File: src/rtl/uart_rx_deframer_if.sv
`default_nettype none
// ============================================================================
// Module   : uart_rx_deframer_if
// Brief    : Received-byte valid/ready channel between the deframer and the
//            APB register block.
// Revision : 1.0
// ============================================================================
interface uart_rx_deframer_if #(
    parameter int DATA_BITS = 8
);
    logic [DATA_BITS-1:0] rx_data;
    logic                 rx_valid;
    logic                 rx_ready;

    modport master (output rx_data, output rx_valid, input rx_ready);
    modport slave  (input rx_data, input rx_valid, output rx_ready);
endinterface
`default_nettype wire

File: src/rtl/uart_rx_deframer.sv
`default_nettype none
// ============================================================================
// Module   : uart_rx_deframer
// Brief    : 16x-oversampling UART receive deframer with a single-entry output
//            buffer and sticky parity/frame/overrun flags.
// Revision : 1.0
// ============================================================================
module uart_rx_deframer #(
    parameter int DIV_B0    = 326,
    parameter int DIV_B1    = 163,
    parameter int DIV_B2    = 81,
    parameter int DIV_B3    = 27,
    parameter int DATA_BITS = 8
) (
    input  wire logic       clk,
    input  wire logic       reset,
    input  wire logic       uart_rx,
    input  wire logic [1:0] uart_baud_rate,
    input  wire logic [1:0] uart_parity_type,
    input  wire logic       err_clr,
    output logic            uart_rx_active,
    output logic            uart_rx_done,
    output logic [2:0]      uart_error,
    uart_rx_deframer_if.master rx_if
);

    localparam int c_DIV_W = 16;
    localparam int c_BCW   = $clog2(DATA_BITS + 1);

    typedef enum logic [2:0] {
        S_IDLE      = 3'd0,
        S_START     = 3'd1,
        S_DATA      = 3'd2,
        S_PARITY    = 3'd3,
        S_STOP      = 3'd4,
        S_WAIT_IDLE = 3'd5
    } state_t;

    state_t               r_state, w_state_nxt;
    logic                 r_sync1, r_sync2, r_rx_prev;
    logic                 w_rx_s;
    logic [1:0]           r_baud, r_ptype;
    logic [c_DIV_W-1:0]   r_div, w_div_last;
    logic                 w_tick;
    logic [3:0]           r_tick_cnt;
    logic [c_BCW-1:0]     r_bit_cnt;
    logic [DATA_BITS-1:0] r_shift, r_data;
    logic                 r_par_err, r_valid, r_done;
    logic [2:0]           r_err, w_err_set;
    logic                 w_par_en, w_start_det, w_data_smp, w_par_smp, w_stop_smp;

    assign w_rx_s   = r_sync2;
    assign w_par_en = (r_ptype == 2'b01) || (r_ptype == 2'b10);

    always_ff @(posedge clk or posedge reset) begin
        if (reset) begin
            r_sync1   <= 1'b1;
            r_sync2   <= 1'b1;
            r_rx_prev <= 1'b1;
        end else begin
            r_sync1   <= uart_rx;
            r_sync2   <= r_sync1;
            r_rx_prev <= w_rx_s;
        end
    end

    always_comb begin
        case (r_baud)
            2'b00:   w_div_last = c_DIV_W'(DIV_B0 - 1);
            2'b01:   w_div_last = c_DIV_W'(DIV_B1 - 1);
            2'b10:   w_div_last = c_DIV_W'(DIV_B2 - 1);
            default: w_div_last = c_DIV_W'(DIV_B3 - 1);
        endcase
    end

    assign w_tick = (r_div == w_div_last);

    // Divider and tick count restart on the start edge so sampling lands mid-bit.
    always_ff @(posedge clk or posedge reset) begin
        if (reset) begin
            r_div      <= '0;
            r_tick_cnt <= '0;
            r_baud     <= 2'b00;
            r_ptype    <= 2'b00;
        end else if (w_start_det) begin
            r_div      <= '0;
            r_tick_cnt <= '0;
            r_baud     <= uart_baud_rate;
            r_ptype    <= uart_parity_type;
        end else begin
            r_div <= w_tick ? '0 : r_div + 1'b1;
            if (w_tick)
                r_tick_cnt <= (r_state == S_START && r_tick_cnt == 4'd7) ? 4'd0 : r_tick_cnt + 4'd1;
        end
    end

    always_ff @(posedge clk or posedge reset) begin
        if (reset) r_state <= S_IDLE;
        else       r_state <= w_state_nxt;
    end

    always_comb begin
        w_state_nxt = r_state;
        w_start_det = 1'b0;
        w_data_smp  = 1'b0;
        w_par_smp   = 1'b0;
        w_stop_smp  = 1'b0;
        case (r_state)
            S_IDLE: begin
                if (r_rx_prev && !w_rx_s) begin
                    w_start_det = 1'b1;
                    w_state_nxt = S_START;
                end
            end
            S_START: begin
                if (w_tick && r_tick_cnt == 4'd7)
                    w_state_nxt = w_rx_s ? S_IDLE : S_DATA;
            end
            S_DATA: begin
                if (w_tick && r_tick_cnt == 4'd15) begin
                    w_data_smp = 1'b1;
                    if (r_bit_cnt == c_BCW'(DATA_BITS - 1))
                        w_state_nxt = w_par_en ? S_PARITY : S_STOP;
                end
            end
            S_PARITY: begin
                if (w_tick && r_tick_cnt == 4'd15) begin
                    w_par_smp   = 1'b1;
                    w_state_nxt = S_STOP;
                end
            end
            S_STOP: begin
                if (w_tick && r_tick_cnt == 4'd15) begin
                    w_stop_smp  = 1'b1;
                    w_state_nxt = w_rx_s ? S_IDLE : S_WAIT_IDLE;
                end
            end
            S_WAIT_IDLE: begin
                if (w_rx_s) w_state_nxt = S_IDLE;
            end
            default: w_state_nxt = S_IDLE;
        endcase
    end

    always_ff @(posedge clk or posedge reset) begin
        if (reset) begin
            r_bit_cnt <= '0;
            r_shift   <= '0;
            r_par_err <= 1'b0;
        end else if (w_start_det) begin
            r_bit_cnt <= '0;
            r_par_err <= 1'b0;
        end else begin
            if (w_data_smp) begin
                r_bit_cnt <= r_bit_cnt + 1'b1;
                r_shift   <= {w_rx_s, r_shift[DATA_BITS-1:1]};
            end
            // Odd parity expects the XOR of data and parity bit to be 1.
            if (w_par_smp)
                r_par_err <= (^r_shift) ^ w_rx_s ^ (r_ptype == 2'b01);
        end
    end

    assign w_err_set = {w_stop_smp & r_valid & ~rx_if.rx_ready,
                        w_stop_smp & ~w_rx_s,
                        w_stop_smp & r_par_err};

    always_ff @(posedge clk or posedge reset) begin
        if (reset) begin
            r_data  <= '0;
            r_valid <= 1'b0;
            r_done  <= 1'b0;
            r_err   <= '0;
        end else begin
            r_done <= w_stop_smp;
            r_err  <= (r_err & ~{3{err_clr}}) | w_err_set;
            if (w_stop_smp && (!r_valid || rx_if.rx_ready)) begin
                r_data  <= r_shift;
                r_valid <= 1'b1;
            end else if (r_valid && rx_if.rx_ready) begin
                r_valid <= 1'b0;
            end
        end
    end

    assign rx_if.rx_data  = r_data;
    assign rx_if.rx_valid = r_valid;
    assign uart_rx_done   = r_done;
    assign uart_error     = r_err;
    assign uart_rx_active = (r_state == S_START) || (r_state == S_DATA) ||
                            (r_state == S_PARITY) || (r_state == S_STOP);

endmodule
`default_nettype wire

File: src/flat_wrapper.sv
// flat-port wrapper written by rule: the top's interface ports become plain ports
module uart_rx_deframer_flat 
#(
    parameter int DIV_B0    = 326,
    parameter int DIV_B1    = 163,
    parameter int DIV_B2    = 81,
    parameter int DIV_B3    = 27,
    parameter int DATA_BITS = 8
)
  (clk, reset, uart_rx, uart_baud_rate, uart_parity_type, err_clr, uart_rx_active, uart_rx_done, uart_error, rx_if_rx_data, rx_if_rx_valid, rx_if_rx_ready);
  uart_rx_deframer_if #(.DATA_BITS(DATA_BITS)) rx_if_i ();
  input  wire logic clk;
  input  wire logic reset;
  input  wire logic uart_rx;
  input  wire logic [1:0] uart_baud_rate;
  input  wire logic [1:0] uart_parity_type;
  input  wire logic err_clr;
  output logic uart_rx_active;
  output logic uart_rx_done;
  output logic [2:0] uart_error;
  output wire logic [$bits(rx_if_i.rx_data)-1:0] rx_if_rx_data;
  output wire logic [$bits(rx_if_i.rx_valid)-1:0] rx_if_rx_valid;
  input wire logic [$bits(rx_if_i.rx_ready)-1:0] rx_if_rx_ready;
  assign rx_if_rx_data = rx_if_i.rx_data;
  assign rx_if_rx_valid = rx_if_i.rx_valid;
  assign rx_if_i.rx_ready = rx_if_rx_ready;
  uart_rx_deframer #(.DIV_B0(DIV_B0), .DIV_B1(DIV_B1), .DIV_B2(DIV_B2), .DIV_B3(DIV_B3), .DATA_BITS(DATA_BITS)) u_core (.clk(clk), .reset(reset), .uart_rx(uart_rx), .uart_baud_rate(uart_baud_rate), .uart_parity_type(uart_parity_type), .err_clr(err_clr), .uart_rx_active(uart_rx_active), .uart_rx_done(uart_rx_done), .uart_error(uart_error), .rx_if(rx_if_i));
endmodule
File: config.mk
export PLATFORM = sky130hd
export DESIGN_NAME = uart_rx_deframer_flat
export DESIGN_NICKNAME = d
export VERILOG_FILES = /design/src/rtl/uart_rx_deframer_if.sv /design/src/rtl/uart_rx_deframer.sv /design/src/flat_wrapper.sv
export SDC_FILE = /design/constraint.sdc
export NUM_CORES = 1
export LEC_CHECK = 0
export ABC_AREA = 0
export CORE_MARGIN = 2
export CORE_UTILIZATION = 59
export CTS_CLUSTER_DIAMETER = 100
export DETAILED_ROUTE_END_ITERATION = 10
export DONT_BUFFER_PORTS = 1
export MAX_ROUTING_LAYER = met4
export PLACE_DENSITY = 0.81
export RECOVER_POWER = 100
export SETUP_SLACK_MARGIN = 0.1
export SLEW_MARGIN = 20
export SYNTH_ARGS = -nofsm -noshare
export SYNTH_HDL_FRONTEND = slang
export SYNTH_SLANG_ARGS = --single-unit
File: constraint.sdc
create_clock -name clk -period 3 [get_ports clk]
set_input_delay 0.45 -clock clk [delete_from_list [all_inputs] [get_ports clk]]
set_output_delay 0.45 -clock clk [all_outputs]
set_load 0.1 [all_outputs]
==> metrics, run 1 <==
distinct cell type count of the synthesized netlist=between 40 and 50; # placed instances=319; flip-flop and latch count after synthesis=56; Hold Path End=u_core.r_sync1$_DFF_PP1_; Setup crit end kind=register; DRT iter0 DRCs=roughly 170; TritonCTS clock tree=yes; post-cts hold buffer count=0; aggregate negative setup slack=0 ns; clock latency of the later-clocked register in the worst-skew pair=roughly 0.31 ns; antenna viol nets, final=0; final worst-path cycle share=between 90% and 100%; Tightest Pin Transition=roughly 1.2 ns; wire length of the first global-routing pass=between 9000 and 10000 um; Final Setup Violations=0; vias in the first global route=roughly 1900; worst-case reg-to-reg path depth=6; share of the synthesized area in the top cell type=48.14%; Initial Util=a little over three fifths; Vias=slightly below 2000; number of flops mapped to enable cells by yosys=0; type of the most critical hold path=in -> reg; Crit path arrival time=~2.9 ns; post-cts repair resize count=0; clock slew at the register clock pins of the worst setup and hold paths=0.10 ns; std cell rows=24; worst endpoint required time=roughly 3.2 ns; mapped cell area=2755 um2; busiest layer in global routing=met2; routability-driven placement congestion ratio=0.9001; CP startpoint kind=register; hold depth=0; post-synthesis cell type with the largest combined area=sky130_fd_sc_hd__dfrtp_1; area of the core region=4414 um2; level count of the clock H-tree=2; ranking of synthesized cells by instance count=sky130_fd_sc_hd__dfrtp_1, sky130_fd_sc_hd__nor2_1, sky130_fd_sc_hd__xnor2_1; fraction of registers with async set or reset after synthesis=100.0%; number of hold violations in the final report=0; share of the yosys chip area belonging to registers=51.00%; min cycle time layout=roughly 2.7 ns; Max transition margin=19.82%; run status=completed; number of detailed-route iterations in the first pass=4; worst flop-to-flop path startpoint=u_core.r_baud[1]$_DFFE_PP0P_; cells traversed along the worst timing path=nor2_1 > a211o_1 > a221o_1 > or4_1 > clkbuf_1 > mux2_1; non-filler cells in the finished layout=roughly 330; initial antenna violation count=0; maximum number of pins on one net before global-route repair=29; predominant post-synthesis flop cell=sky130_fd_sc_hd__dfrtp_1; # clock sinks=between 50 and 60; final antenna diode count=0; full die area=roughly 5200 um2; Final HPWL DP=between 3000 and 4000 um; met3 demand-to-capacity share in global routing=roughly 4.9%; root cell of the clock tree=sky130_fd_sc_hd__clkbuf_8; final design area excluding fillers=approximately 2900 um2; final net count=287; power density cells=645.6 nW/um2; Max rail drop VDD=about 0.37 mV; global-route total usage across every layer=a little under a quarter; I/O Pins=23; critical-path cell with the highest stage delay=sky130_fd_sc_hd__or4_1; setup repair after global routing missed its margin=no; largest stage delay on the critical path=0.67 ns; minimum hold slack=between 0.1 and 0.15 ns; via density per instance=about 6; number of input and output port buffers inserted=0; final-report max-slew violation count=0; post-route clock skew=a little over 0.008 ns; hold wc startpoint=uart_rx; number of remaining DRC errors=0; Leakage=1.301 nW; critical register-to-register path endpoint=u_core.r_shift[2]$_DFFE_PP0P_; FF-to-FF setup slack=approximately 0.28 ns; total setup buffers inserted after CTS=0; global-route met2 utilization=between 30% and 40%; Die Height=72.34 um; Max Buffers Root-to-Sink=2; worst-path maximum fanout=10; Synth Instances=272; share of post-route cells with drive strength above 1=~8.0%; highest clock frequency the design can meet=367.9 MHz; cell with the most instances after synthesis=sky130_fd_sc_hd__dfrtp_1; standard cell area after detailed placement=2830 um2; Synthesized Nets=~290; Die X=72.34 um; yosys warns=0; overall routed net length=about 5000 um; max-capacitance violation count=0; class of the most critical setup path=reg -> reg; Synth Area per Inst=10.13 um2; post-detailed-route wirelength per cell=approximately 16 um; global-route met1 utilization=31.76%; ranking of synthesized cells by area=sky130_fd_sc_hd__dfrtp_1, sky130_fd_sc_hd__xnor2_1, sky130_fd_sc_hd__nor2_1; number of buffers inserted during clock tree synthesis=5; P&R area growth vs syn=5.722%; GR Overflow Total=0
## logic make-up (layout without fill, tap and decap cells)
logic type / Yosys count / after routing / synth area share [%]
AO/OA/AOI/OAI: 40 / 40 / 9.537
XOR/XNOR: 27 / 27 / 8.583
adder cells (fa/ha/maj): 4 / 4 / 1.817
buffers and inverters: 27 / 30 / 3.860
flip-flops: 56 / 56 / 51.00
multiplexers: 18 / 18 / 7.266
AND/OR/NAND/NOR: 100 / 100 / 17.94
## power by group
part	internal (mW)	switching (mW)
clock	0.248	0.240
combinational	0.194	0.202
sequential	0.848	0.148
## critical path, delay by kind of cell, from the launching register on
| kind | cells | cell delay (ns) |
|---|---|---|
| and+or+nand+nor | 2 | 0.77 |
| AOI/OAI and AO/OA | 2 | 0.69 |
| DFF | 1 | 0.49 |
| muxes | 1 | 0.38 |
| buffers and inverters | 1 | 0.29 |
## per-layer routing
metal	up-vias	share of wire, %	wire length [um]
met5	-	0	0
met4	0	0.97	50
met3	7	3.4	176
met2	44	47	2417
met1	990	49	2500
li1	942	-	-
## through the flow
step | total power, mW | utilization, % | setup WS (ns)
global placement | 1.385 | 64.12 | 0.4751
finish | 1.881 | 65.99 | 0.2818
floorplan | 1.307 | - | 0.5794
CTS | 1.888 | 66.55 | 0.3886
global route | 1.997 | 65.99 | 0.1279
detailed placement | 1.403 | 64.12 | 0.4203
## worst max-delay path by stage
stage                                             from                            end  slack [ns]  cells past startpoint
after global placement    u_core.r_baud[1]$_DFFE_PP0P_  u_core.r_shift[1]$_DFFE_PP0P_        0.48                      6
after CTS                 u_core.r_baud[1]$_DFFE_PP0P_  u_core.r_shift[2]$_DFFE_PP0P_        0.39                      6
after detailed placement  u_core.r_baud[1]$_DFFE_PP0P_  u_core.r_shift[2]$_DFFE_PP0P_        0.42                      6
final                     u_core.r_baud[1]$_DFFE_PP0P_  u_core.r_shift[2]$_DFFE_PP0P_        0.28                      6
after floorplan           u_core.r_baud[1]$_DFFE_PP0P_  u_core.r_shift[0]$_DFFE_PP0P_        0.58                      8
after global routing      u_core.r_baud[0]$_DFFE_PP0P_  u_core.r_shift[2]$_DFFE_PP0P_        0.13                      6
## flip-flops by register name, indices dropped and copies added, names as in the netlist
register,flops
u_core.r_div,16
u_core.r_shift,8
u_core.rx_if.rx_data,8
u_core.r_bit_cnt,4
u_core.r_tick_cnt,4
u_core.r_state,3
u_core.uart_error,3
u_core.r_baud,2
u_core.r_ptype,2
u_core.r_par_err,1
u_core.r_rx_prev,1
u_core.r_sync1,1
u_core.r_sync2,1
u_core.rx_if.rx_valid,1
u_core.uart_rx_done,1
## cell type report
cell class,count,area (um2)
Fill cell,332,1501
Multi-Input combinational cell,189,1251
Sequential cell,56,1405
Clock buffer,6,72.57
Tap cell,52,65.06
Timing Repair Buffer,7,27.53
Inverter,15,56.30
Clock inverter,2,35.03
## layout by cell type, fill, tap and decap left out, types with 4 or more instances in the layout
cell type                   n
sky130_fd_sc_hd__a21oi_1    7
sky130_fd_sc_hd__clkbuf_1   7
sky130_fd_sc_hd__clkbuf_8   5
sky130_fd_sc_hd__dfrtp_1   53
sky130_fd_sc_hd__ha_1       4
sky130_fd_sc_hd__inv_1     15
sky130_fd_sc_hd__mux2_1     6
sky130_fd_sc_hd__mux2_2    10
sky130_fd_sc_hd__nand2_1   21
sky130_fd_sc_hd__nand3_1   13
sky130_fd_sc_hd__nor2_1    31
sky130_fd_sc_hd__nor3_1     6
sky130_fd_sc_hd__o21ai_0   11
sky130_fd_sc_hd__o22ai_1    4
sky130_fd_sc_hd__or3_1      4
sky130_fd_sc_hd__xnor2_1   21
sky130_fd_sc_hd__xor2_1     5
(Power assumes the default switching activity.)
==> inputs of run 2 (changes only) <==
--- a/config.mk
+++ b/config.mk
@@ -13,5 +13,5 @@
 export DONT_BUFFER_PORTS = 1
 export MAX_ROUTING_LAYER = met4
-export PLACE_DENSITY = 0.81
+export PLACE_DENSITY_LB_ADDON = 0.12
 export RECOVER_POWER = 100
 export SETUP_SLACK_MARGIN = 0.1
==> constraint.sdc (replaced) <==
create_clock -name clk -period 3 [get_ports clk]
set_input_delay 0.45 -clock clk [delete_from_list [all_inputs] [get_ports clk]]
set_output_delay 0.45 -clock clk [all_outputs]
set_load 0.02 [all_outputs]
==> run 2 against run 1 <==
Net effect: the run now ends with capacitance limit, slew limit left; critical endpoint is now u_core.r_bit_cnt[3]$_DFFE_PP0P_; register-to-register slack improved by 0.13 ns; cell area is 1.5% lower; hold slack improved by 0.0056 ns; sequential power is essentially flat.
==> metrics, run 2 (same netlist as run 1, synthesis figures left out) <==
via density per instance=5.948 (-1.9%); routability-driven placement congestion ratio=0.8216 (-8.7%); kind of cell adding the most delay to the critical path=simple AND/OR/NAND/NOR gates; commonest cells after routing, fill and taps aside=sky130_fd_sc_hd__dfrtp_1, sky130_fd_sc_hd__nor2_1, sky130_fd_sc_hd__xnor2_1; number of detailed-route iterations in the first pass=5 (+1); clock latency of the later-clocked register in the worst-skew pair=0.31 ns (about the same); final-report max-slew violation count=29 (+29); final antenna diode count=0 (unchanged); number of input and output port buffers inserted=0 (unchanged); type of the most critical hold path=in -> reg; wire length of the first global-routing pass=8659 um (-5.4%); Die X=72.34 um (unchanged); vias in the first global route=1780 (-7.9%); share of post-route cells with drive strength above 1=7.353% (-0.65 points); class of the most critical setup path=reg -> reg; largest register by flop count=u_core.r_div; P&R area growth vs syn=4.178%; violations in the final reports=capacitance limit, slew limit; power density cells=627.3 nW/um2 (-2.8%); level count of the clock H-tree=2 (unchanged); Final HPWL DP=3606 um (-1.0%); run status=complete, but fails checks; number of buffers inserted during clock tree synthesis=5 (unchanged); std cell rows=24 (unchanged); global-route total usage across every layer=22.28% (-0.92 points); Setup crit end kind=register; placement-stage worst setup slack=0.4335 ns (+0.01322 ns); clock slew at the register clock pins of the worst setup and hold paths=0.09 ns (about the same); # clock sinks=56 (unchanged); post-cts repair resize count=0 (unchanged); most common cell after layout, fill and taps aside=sky130_fd_sc_hd__dfrtp_1; Max Buffers Root-to-Sink=2 (unchanged); initial antenna violation count=0 (unchanged); post-detailed-route wirelength per cell=15.82 um (+0.57%); highest clock frequency the design can meet=385.8 MHz (+4.9%); I/O Pins=23 (unchanged); post-cts hold buffer count=0 (unchanged); maximum number of pins on one net before global-route repair=30 (+3.4%); final net count=284 (-1.0%); core occupancy in the finished layout=65.02% (-0.96 points); aggregate negative setup slack=0 ns (unchanged); max reg flops=16 (unchanged); total setup buffers inserted after CTS=0 (unchanged); TritonCTS clock tree=yes; fin worst setup slack=0.4081 ns (+0.1263 ns); combined area of the multi-input logic cells=1244 um2 (-0.60%); CP startpoint kind=register; number of hold violations in the final report=0 (unchanged); number of buffer and inverter instances along the worst setup path=1 (unchanged); max-capacitance violation count=1 (+1); critical-path cell with the highest stage delay=sky130_fd_sc_hd__or4_1; Tightest Pin Transition=1.520 ns (+0.3170 ns); Max transition margin=-1.312% (-21 points); antenna viol nets, final=0 (unchanged); post-route clock skew=0.006868 ns (-0.001221 ns); Die Height=72.34 um (unchanged); Max rail drop VDD=0.3614 mV (-2.3%); DRT iter0 DRCs=212 (+27%); cells traversed along the worst timing path=nor2_1 > a211o_1 > a221o_1 > or4_1 > buf_4 > or3_1 > a21oi_1; Final Setup Violations=0 (unchanged); overall routed net length=5126 um (-0.35%); worst endpoint required time=3.24 ns (+0.04 ns); full die area=5232 um2 (unchanged); Leakage=1.284 nW (-1.3%); number of remaining DRC errors=0 (unchanged); post-layout total power=1.800 mW (-4.3%); storage element area=1405 um2 (unchanged); final worst-path cycle share=86.40% (-4.2 points); Vias=1927 (-2.8%); area of the core region=4414 um2 (unchanged); fill count=338 (+1.8%); min cycle time layout=2.592 ns (-0.1263 ns); Crit path arrival time=2.83 ns (-0.09 ns); worst-path maximum fanout=16 (+6); root cell of the clock tree=sky130_fd_sc_hd__clkbuf_8; Initial Util=62.41% (unchanged); setup repair after global routing missed its margin=no; GR Overflow Total=0 (unchanged); largest stage delay on the critical path=0.54 ns (-0.13 ns)
[run 2: changes by cell type in the layout (fill, tap and decap cells not counted), sizes merged]
cell    before  now
buf          0    1
clkbuf      13   10
bufinv       1    0
[run 2: area by class of cell]
cell class	count	share of cell area, %
inverter	15	1.962
clock inverter	1	0.1744
tap	52	2.267
timing repair buffer	4	0.6539
sequential	56	48.95
clock buffer	7	2.659
multi-input combinational	189	43.33
[run 2: report_power, final]
group | internal (mW) | switching (mW)
clock | 0.165 | 0.232
combinational | 0.195 | 0.210
sequential | 0.848 | 0.150
[run 2: final timing paths]
check | startpoint | end | slack [ns] | cells past startpoint
max | u_core.r_baud[1]$_DFFE_PP0P_ | u_core.r_bit_cnt[3]$_DFFE_PP0P_ | 0.41 | 7
min in group asynchronous | reset | u_core.rx_if.rx_data[0]$_DFFE_PP0P_ | 0.26 | 1
max in group asynchronous | reset | u_core.r_div[2]$_DFF_PP0_ | 0.81 | 2
min reg2reg | u_core.r_sync1$_DFF_PP1_ | u_core.r_sync2$_DFF_PP1_ | 0.37 | 0
min | uart_rx | u_core.r_sync1$_DFF_PP1_ | 0.13 | 0
max reg2reg | u_core.r_baud[1]$_DFFE_PP0P_ | u_core.r_bit_cnt[3]$_DFFE_PP0P_ | 0.41 | 7
[run 2: layer usage]
layer	share of wire (%)	GRT usage [%]	vias up
li1	-	-	934
met1	48	32.53	918
met2	45	30.38	68
met3	5.8	5.139	7
met4	1.5	8.176	0
met5	0	-	-
[run 2: stage by stage]
| step | instances | hold WS [ns] | instance area (um2) |
|---|---|---|---|
| detailed placement | 316 | 0.3525 | 2800 |
| floorplan | 272 | 0.3452 | 2755 |
| CTS | 324 | 0.07693 | 2882 |
| global placement | 316 | 0.3465 | 2800 |
| global route | 324 | 0.1033 | 2870 |
| finish | 324 | 0.1295 | 2870 |
==> inputs of run 3 (changes only) <==
Settings changed: CORE_UTILIZATION 59 to 62.
==> run 3 against run 2 <==
Net effect: the run still ends with capacitance limit, slew limit left; highest routed layer unchanged; cell area increased by 0.31%; flip-flop and latch count unchanged; critical path type unchanged; clock power increased by 5.8%; wire length decreased by 2.2%; core utilization increased by 1.6 points; maximum frequency decreased by 3.5%.
==> metrics, run 3 (same netlist as run 1, synthesis figures left out) <==
standard cell area after detailed placement=2800 um2 (unchanged); number of buffers inserted during clock tree synthesis=5 (unchanged); wire length of the first global-routing pass=8728 um (+0.80%); FF-to-FF setup slack=0.31 ns (-0.09 ns); routability-driven placement congestion ratio=0.8372 (+1.9%); max reg flops=16 (unchanged); critical-path cell with the highest stage delay=sky130_fd_sc_hd__or4_1; critical register-to-register path endpoint=u_core.r_shift[0]$_DFFE_PP0P_; power share of the combinational group=21.5% (-1.0 points); final design area excluding fillers=2879 um2 (+0.31%); power density cells=627.7 nW/um2 (about the same); overall routed net length=5013 um (-2.2%); global-route total usage across every layer=22.98% (+0.70 points); I/O Pins=23 (unchanged); Final Setup Violations=0 (unchanged); Initial Util=63.72% (+1.3 points); Die X=70.66 um (-2.3%); cell internal power dissipation=1.229 mW (+1.7%); clock power share=23.3% (+1.3 points); vias in the first global route=1863 (+4.7%); worst flop-to-flop path startpoint=u_core.r_baud[1]$_DFFE_PP0P_; Max transition margin=-1.652% (-0.34 points); minimum hold slack=0.1287 ns (-0.0008350 ns); # clock sinks=56 (unchanged); launching element of the worst setup path=u_core.r_baud[1]$_DFFE_PP0P_; non-filler cells in the finished layout=324 (unchanged); Max rail drop VDD=0.3883 mV (+7.5%); fill count=356 (+5.3%); min cycle time layout=2.686 ns (+0.09429 ns); max-capacitance violation count=1 (unchanged); number of hold violations in the final report=0 (unchanged); Final HPWL DP=3570 um (-0.98%); register share of total power=55.2% (-0.3 points); final net count=284 (unchanged); std cell rows=24 (unchanged); aggregate negative setup slack=0 ns (unchanged); GR Overflow Total=0 (unchanged); final-report max-slew violation count=29 (unchanged); Vias=1892 (-1.8%); number of detailed-route iterations in the first pass=4 (-1); area of the core region=4324 um2 (-2.0%); CP startpoint kind=register; worst-case reg-to-reg path depth=6 (-1); P&R area growth vs syn=4.496%; final antenna diode count=0 (unchanged); setup repair after global routing missed its margin=no; Max Buffers Root-to-Sink=2 (unchanged); most common cell after layout, fill and taps aside=sky130_fd_sc_hd__dfrtp_1; violations in the final reports=capacitance limit, slew limit; total setup buffers inserted after CTS=0 (unchanged); initial antenna violation count=0 (unchanged); switching power total=0.5782 mW (-2.4%); switch share=32.00% (-0.92 points); Setup crit end kind=register; post-detailed-route wirelength per cell=15.47 um (-2.2%); TritonCTS clock tree=yes; run status=complete, but fails checks; number of input and output port buffers inserted=0 (unchanged); full die area=4993 um2 (-4.6%); # placed instances=316 (unchanged); worst endpoint required time=3.19 ns (-0.05 ns); type of the most critical hold path=in -> reg; DRT iter0 DRCs=117 (-45%); antenna viol nets, final=0 (unchanged); post-route clock skew=0.007024 ns (+0.0001559 ns); post-cts repair resize count=0 (unchanged); cells traversed along the worst timing path=nor2_1 > a211o_1 > a221o_1 > or4_1 > clkbuf_1 > mux2_1; clock slew at the register clock pins of the worst setup and hold paths=0.10 ns (about the same); commonest cells after routing, fill and taps aside=sky130_fd_sc_hd__dfrtp_1, sky130_fd_sc_hd__nor2_1, sky130_fd_sc_hd__xnor2_1; largest stage delay on the critical path=0.74 ns (+0.20 ns); Tightest Pin Transition=1.525 ns (+0.005100 ns); share of post-route cells with drive strength above 1=7.353% (unchanged); maximum number of pins on one net before global-route repair=30 (unchanged); end of the critical path=u_core.r_shift[0]$_DFFE_PP0P_; Crit path arrival time=2.88 ns (+0.05 ns); number of remaining DRC errors=0 (unchanged); Leakage=1.283 nW (about the same); root cell of the clock tree=sky130_fd_sc_hd__clkbuf_8; highest clock frequency the design can meet=372.3 MHz (-3.5%); Die Height=70.66 um (-2.3%); worst-path maximum fanout=10 (-6); level count of the clock H-tree=2 (unchanged); via density per instance=5.840 (-1.8%); clock latency of the later-clocked register in the worst-skew pair=0.31 ns (about the same); largest register by flop count=u_core.r_div; post-cts hold buffer count=0 (unchanged); final worst-path cycle share=89.54% (+3.1 points); class of the most critical setup path=reg -> reg
-- run 3: changes by cell type in the layout (fill, tap and decap cells not counted), sizes merged --
cell	before	now
buf	1	0
clkinvlp	0	1
clkinv	1	0
clkbuf	10	11
-- run 3: power groups by stage --
stage / Sequential (mW) / Combinational (mW) / Clock [mW]
finish: 0.998 / 0.389 / 0.420
global route: 1.02 / 0.450 / 0.465
CTS: 0.996 / 0.395 / 0.435
detailed placement: 1.01 / 0.392 / 0
global placement: 1.01 / 0.388 / 0
floorplan: 0.948 / 0.358 / 0
-- run 3: stage by stage --
step | setup WS [ns] | total power [mW] | util [%]
finish | 0.3138 | 1.807 | 66.58
global route | 0.1451 | 1.937 | 66.58
CTS | 0.3217 | 1.826 | 66.93
detailed placement | 0.3337 | 1.402 | 64.76
global placement | 0.4001 | 1.394 | 64.76
floorplan | 0.5794 | 1.306 | -
-- run 3: layout make-up --
cell class	instances	area, um2	area share [%]
sequential	56	1405	48.80
multi-input combinational	189	1244	43.20
clock buffer	7	86.33	2.999
tap	52	65.06	2.260
inverter	15	56.30	1.956
timing repair buffer	4	15.01	0.5215
clock inverter	1	7.507	0.2608
-- run 3: per-layer routing --
layer  global-route usage (%)  wire [um]  vias to the layer above
met4                    7.128         63                        0
li1                         -          -                      938
met2                    34.28       2316                       35
met5                        -          0                        -
met3                    4.843        182                        6
met1                    32.12       2450                      913
-- run 3: worst max-delay path: cells and delay by family (launching register included) --
kind,cells,cell delay [ns]
muxes,1,0.34
DFF,1,0.48
and+or+nand+nor,2,0.84
AOI/OAI and AO/OA,2,0.67
buffers and inverters,1,0.25
-- run 3: worst min path at each step --
stage                                  start                       endpoint  slack [ns]  depth (start not counted)
floorplan           u_core.r_sync1$_DFF_PP1_       u_core.r_sync2$_DFF_PP1_        0.35                          0
global placement    u_core.r_sync1$_DFF_PP1_       u_core.r_sync2$_DFF_PP1_        0.35                          0
detailed placement  u_core.r_sync1$_DFF_PP1_       u_core.r_sync2$_DFF_PP1_        0.35                          0
CTS                                    reset  u_core.r_shift[0]$_DFFE_PP0P_        0.09                          1
global route                         uart_rx       u_core.r_sync1$_DFF_PP1_        0.11                          0
finish                               uart_rx       u_core.r_sync1$_DFF_PP1_        0.13                          0
